===== config.mk =====
export PLATFORM = sky130hd
export DESIGN_NAME = ex_forward_ctrl
export DESIGN_NICKNAME = d
export VERILOG_FILES = /design/src/rtl/ex_forward_ctrl.sv
export SDC_FILE = /design/constraint.sdc
export NUM_CORES = 1
export LEC_CHECK = 0
export BUFFER_PORTS_ARGS = -buffer_cell sky130_fd_sc_hd__buf_2
export CAP_MARGIN = 20
export CELL_PAD_IN_SITES_DETAIL_PLACEMENT = 1
export CELL_PAD_IN_SITES_GLOBAL_PLACEMENT = 1
export CORE_MARGIN = 2
export CORE_UTILIZATION = 41
export DETAILED_ROUTE_END_ITERATION = 16
export HOLD_SLACK_MARGIN = 0.1
export PLACE_DENSITY_LB_ADDON = 0.1
export SYNTH_ARGS = -nofsm -noshare
export SYNTH_HDL_FRONTEND = slang
export SYNTH_SLANG_ARGS = --single-unit

===== constraint.sdc =====
create_clock -name clk_i -period 4.1 [get_ports clk_i]
set_input_delay 0.41 -clock clk_i [delete_from_list [all_inputs] [get_ports clk_i]]
set_output_delay 0.41 -clock clk_i [all_outputs]
set_load 0.005 [all_outputs]

===== src/rtl/ex_forward_ctrl.sv =====
// ex_forward_ctrl: ID-stage forwarding select generator and load-use stall unit.
// Latency: fwd selects are registered, 1 cycle (ID inputs -> EX cycle); stall_o is combinational.
// Backpressure: stall_o holds PC and IF/ID for one cycle per load-use pair; flush_i overrides it.
//
// Ports:
//   clk_i, rst_i        clock, asynchronous active-low reset
//   id_valid_i          ID instruction is real (0 = bubble)
//   id_rs_i / id_rt_i   ID source registers (operand A / operand B)
//   id_rd_i             ID final destination register
//   id_regwrite_i       ID instruction writes the register file
//   id_memread_i        ID instruction is a load
//   flush_i             squash IF, ID and EX (taken branch resolved in MEM)
//   fwd_a_sel_o         EX operand-A mux select (00 RF, 01 MEM/WB, 10 EX/MEM)
//   fwd_b_sel_o         EX operand-B mux select, same encoding
//   stall_o             load-use stall request
module ex_forward_ctrl #(
  parameter int REG_AW = 5
) (
  input  logic              clk_i,
  input  logic              rst_i,
  input  logic              id_valid_i,
  input  logic [REG_AW-1:0] id_rs_i,
  input  logic [REG_AW-1:0] id_rt_i,
  input  logic [REG_AW-1:0] id_rd_i,
  input  logic              id_regwrite_i,
  input  logic              id_memread_i,
  input  logic              flush_i,
  output logic [1:0]        fwd_a_sel_o,
  output logic [1:0]        fwd_b_sel_o,
  output logic              stall_o
);

  localparam logic [1:0] SEL_RF  = 2'b00;
  localparam logic [1:0] SEL_MWB = 2'b01;
  localparam logic [1:0] SEL_EXM = 2'b10;

  // Shadow of the instruction in EX.
  logic              ex_vld;
  logic              ex_rw;
  logic              ex_mr;
  logic [REG_AW-1:0] ex_rd;

  // Shadow of the instruction in MEM. Its memread flag is not kept: by the
  // time a load reaches MEM its data is forwardable, so only the producer
  // identity matters here.
  logic              mem_vld;
  logic              mem_rw;
  logic [REG_AW-1:0] mem_rd;

  // The WB stage needs no shadow at all: the register file is
  // write-before-read, so an instruction retiring from MEM is already
  // visible through the normal register read of the ID instruction.

  // Producer matches. Register 0 is hard-wired and never a dependency.
  logic rs_nonzero;
  logic rt_nonzero;
  logic ex_prod_a;
  logic ex_prod_b;
  logic mem_prod_a;
  logic mem_prod_b;

  assign rs_nonzero = (id_rs_i != '0);
  assign rt_nonzero = (id_rt_i != '0);

  assign ex_prod_a  = ex_vld  && ex_rw  && (ex_rd  == id_rs_i) && rs_nonzero;
  assign ex_prod_b  = ex_vld  && ex_rw  && (ex_rd  == id_rt_i) && rt_nonzero;
  assign mem_prod_a = mem_vld && mem_rw && (mem_rd == id_rs_i) && rs_nonzero;
  assign mem_prod_b = mem_vld && mem_rw && (mem_rd == id_rt_i) && rt_nonzero;

  // A load sitting in EX has no result yet on the EX/MEM bus, so a dependent
  // ID instruction must wait one cycle and pick the value up from MEM/WB.
  logic hazard;
  assign hazard  = id_valid_i && ex_mr && (ex_prod_a || ex_prod_b);
  assign stall_o = hazard && !flush_i;

  // Next-cycle selects. The EX producer is the most recent one, so it is
  // checked first; it will occupy EX/MEM when the ID instruction reaches EX.
  logic [1:0] nxt_a_sel;
  logic [1:0] nxt_b_sel;

  always_comb begin
    nxt_a_sel = SEL_RF;
    nxt_b_sel = SEL_RF;
    if (id_valid_i) begin
      if (ex_prod_a)       nxt_a_sel = SEL_EXM;
      else if (mem_prod_a) nxt_a_sel = SEL_MWB;
      if (ex_prod_b)       nxt_b_sel = SEL_EXM;
      else if (mem_prod_b) nxt_b_sel = SEL_MWB;
    end
  end

  always_ff @(posedge clk_i or negedge rst_i) begin
    if (!rst_i) begin
      ex_vld      <= 1'b0;
      ex_rw       <= 1'b0;
      ex_mr       <= 1'b0;
      ex_rd       <= '0;
      mem_vld     <= 1'b0;
      mem_rw      <= 1'b0;
      mem_rd      <= '0;
      fwd_a_sel_o <= SEL_RF;
      fwd_b_sel_o <= SEL_RF;
    end else if (flush_i) begin
      // Squash the EX instruction (it would have moved to MEM) and the ID one.
      mem_vld     <= 1'b0;
      mem_rw      <= 1'b0;
      mem_rd      <= '0;
      ex_vld      <= 1'b0;
      ex_rw       <= 1'b0;
      ex_mr       <= 1'b0;
      ex_rd       <= '0;
      fwd_a_sel_o <= SEL_RF;
      fwd_b_sel_o <= SEL_RF;
    end else if (hazard) begin
      // Load advances; a bubble enters EX while ID is held for re-evaluation.
      mem_vld     <= ex_vld;
      mem_rw      <= ex_rw;
      mem_rd      <= ex_rd;
      ex_vld      <= 1'b0;
      ex_rw       <= 1'b0;
      ex_mr       <= 1'b0;
      ex_rd       <= '0;
      fwd_a_sel_o <= SEL_RF;
      fwd_b_sel_o <= SEL_RF;
    end else begin
      mem_vld     <= ex_vld;
      mem_rw      <= ex_rw;
      mem_rd      <= ex_rd;
      // Flags are qualified by valid so a bubble can never look like a producer.
      ex_vld      <= id_valid_i;
      ex_rw       <= id_valid_i && id_regwrite_i;
      ex_mr       <= id_valid_i && id_memread_i;
      ex_rd       <= id_valid_i ? id_rd_i : '0;
      fwd_a_sel_o <= nxt_a_sel;
      fwd_b_sel_o <= nxt_b_sel;
    end
  end

  // Selects never take the unused encoding.
  a_sel_legal: assert property (@(posedge clk_i) disable iff (!rst_i)
    (fwd_a_sel_o != 2'b11) && (fwd_b_sel_o != 2'b11));

  // A stall inserts a bubble into EX, so it can never repeat on the next cycle.
  a_stall_single: assert property (@(posedge clk_i) disable iff (!rst_i)
    stall_o |=> !stall_o);

endmodule


==> results_dict.tcl <==
set metrics [dict create \
    drtIter0Drc 2 \
    cts_resized 0 \
    critPathMaxFanout 9 \
    internal-power_mw 0.249 \
    worstPathRequired_ns 3.69 \
    crit_start "ex_rd[0]" \
    grt_pass1_vias 783 \
    wire_per_inst_microns 14.1 \
    fmax_ghz 0.403 \
    fin_crit_ns 2.48 \
    ff2ff_path_depth 5 \
    power_density_mw_per_mm2 298 \
    worst_pin_slew_ns 0.642 \
    syn_nets 107 \
    start_util_pct 43.0 \
    r2r_end "ex_rd[2]" \
    fin_cells 142 \
    reg2reg_from "ex_rd[0]" \
    drc_errors 0 \
    endpoint_kind "output pin" \
    overflow 0 \
    syn_area_per_cell_sq_um 11.0 \
    yosys_register_bits 19 \
    coreArea_sq_mm 0.00219 \
    pwr-share-clk_pct 28.2 \
    switching_power_mw 0.0854 \
    timing.hold.ws_ns 0.307 \
    cts_tree "built" \
    num_vias 701 \
    area_delta_synth_final_pct 19.3 \
    drt_wl_total_mm 2.00 \
    dp_hpwl_mm 1.64 \
    finalClockSkew_ns 0.00291 \
    cts-buffers-inserted 3 \
    cp-start-kind "flop" \
    num_rows 17 \
    nets 136 \
    hold_buffers 1 \
    leakage_nw 0.543 \
    stdcell_area_sq_mm 0.00112 \
    cp-endpoint "stall_o" \
    max-cap-violations 0 \
    cts_sinks 19 \
    rsz0062_at_grt "no" \
    synth.distinct_cells 23 \
    boundaryPins 26 \
    total_power_mw 0.334 \
    placed_area_sq_mm 0.00109 \
    rrSetupSlack_ns 2.40 \
    combPwrFrac_pct 12.8 \
    p_sw_share_pct 25.5 \
    path_clk_slew_ns 0.11 \
    n_antenna_cell 0 \
    finalSetupViolCount 0 \
    vias_per_cell 4.94 \
    port_buffers 25 \
    fillers 271 \
    place.gp.congestion 0.934 \
    seq_area_frac_synth_pct 50.5 \
    relSlewSlack_pct 57.1 \
    die_width_microns 51.9 \
    yosysWarnings 0 \
    drv_slew 0 \
    path_class "flop to output pin" \
    ctsRootBufferMaster "clkbuf_4" \
    die-height_microns 51.9 \
    grt_pass1_wl_mm 3.51 \
    dieArea_sq_mm 0.00270 \
    syn_inst 86 \
    first_pass_iters 2 \
    tns_ns 0 \
    hold_viol 0 \
    netlist_area_sq_um 942 \
    power_frac_seq_pct 58.9 \
    grt_start_max_net_pins 20 \
    ir_worst_vdd_v 0.000144 \
    post_cts_buffers 0 \
    ant_nets 0 \
    dp_cells 137 \
    hp-class "input port to flop" \
    antenna_found_initial 0 \
    cts_max_level 1 \
    drive_above_1_share_pct 30.7 \
    grtUsageTotal_pct 18.0 \
    clkLatencyLatePin_ns 0.29 \
    cts_buffer_depth 2 \
    critPathArrivalTime_ns 2.07 \
    post-route-period-util_pct 60.6 \
    run_status "completed" \
]
-- synthesized netlist by cell type --
master / instances / area (sq um)
dfrtp_1: 19 / 475
o211ai_2: 1 / 12.5
buf_6: 1 / 11.3
o21a_1: 1 / 7.51
nor4_1: 3 / 18.8
nand2b_1: 1 / 6.26
o21ai_0: 1 / 5.00
buf_2: 1 / 5.00
nor2b_1: 8 / 50.1
nor3b_1: 1 / 7.51
nand2_1: 7 / 26.3
nand4_1: 3 / 18.8
and2_1: 1 / 6.26
a2111oi_2: 1 / 15.0
nand3_1: 1 / 5.00
nor2_1: 10 / 37.5
xnor2_1: 11 / 96.3
and2_4: 1 / 8.76
or4_4: 2 / 22.5
or4_1: 1 / 7.51
xor2_1: 9 / 78.8
o2111a_2: 1 / 12.5
a211oi_1: 1 / 7.51
-- state kept, by name, indices dropped and copies added, names as in the netlist --
register and count:
mem_vld 1, mem_rd 5, ex_rw 1, fwd_b_sel_o 2
mem_rw 1, ex_mr 1, fwd_a_sel_o 2, ex_rd 5
ex_vld 1
-- routing by layer --
layer	global-route usage [%]	vias to the layer above	wire length, microns
met5	0	-	0
met4	9.65	0	23
met3	3.16	2	68
li1	-	345	-
met1	20.8	339	866
met2	31.2	15	1040
-- worst max-delay path, stage by stage (launching register included) --
cell,delay [ns]
dfrtp_1,0.44
xor2_1,0.17
nor4_1,0.28
o2111a_2,0.29
o21a_1,0.31
and2_4,0.19
buf_2,0.10
-- metrics by stage --
| step | setup WS (ns) | util (%) |
|---|---|---|
| final | 1.62 | 51.3 |
| after global routing | 1.47 | 51.3 |
| after CTS | 1.58 | 51.3 |
| after detailed placement | 1.72 | 49.6 |
| after global placement | 1.75 | 49.6 |
| after floorplan | 2.04 | - |
-- power groups by stage --
stage | clock, mW | combinational [mW] | sequential (mW)
final | 0.0944 | 0.0429 | 0.197
after global routing | 0.108 | 0.0483 | 0.198
after CTS | 0.0983 | 0.0439 | 0.197
after detailed placement | 0 | 0.0430 | 0.201
after global placement | 0 | 0.0428 | 0.201
after floorplan | 0 | 0.0205 | 0.199
-- logic make-up after synthesis --
kind of cell              count (synthesis)  share of synthesized area [%]
AOI/OAI and AO/OA                         6                           6.37
DFF                                      19                           50.5
and+or+nand+nor                          39                           22.8
buffers and inverters                     2                           1.73
xor gates and xnor gates                 20                           18.6
-- cell type report --
class                      count  area [sq um]  area share, %
clock inverter                 1          5.00          0.445
sequential                    19           475           42.3
timing repair buffer          26           135           12.0
multi-input combinational     65           450           40.1
clock buffer                   3          22.5           2.00
tap                           28          35.0           3.12
-- worst min-delay path by stage --
stage / start / endpoint / depth (start not counted) / slack (ns)
floorplan: rst_i / ex_mr / 0 / 0.11
global placement: rst_i / fwd_a_sel_o[0] / 1 / 0.36
detailed placement: rst_i / mem_rd[0] / 1 / 0.37
CTS: id_rd_i[0] / ex_rd[0] / 3 / 0.30
global route: id_regwrite_i / ex_rw / 3 / 0.31
finish: id_rd_i[0] / ex_rd[0] / 3 / 0.31
-- layout by cell type, fill, tap and decap left out --
cell type / instances
buf_2: 25
dfrtp_1: 19
xnor2_1: 11
nor2_1: 10
xor2_1: 9
nor2b_1: 8
nand2_1: 7
nor4_1: 3
nand4_1: 3
clkbuf_4: 3
or4_4: 2
and2_1: 1
o2111a_2: 1
nand3_1: 1
or4_1: 1
o211ai_2: 1
a211oi_1: 1
o21ai_0: 1
a2111oi_2: 1
o21a_1: 1
and2_4: 1
nand2b_1: 1
nor3b_1: 1
clkinv_2: 1
dlygate4sd3_1: 1
No activity file was read; power rests on OpenSTA's default activity.
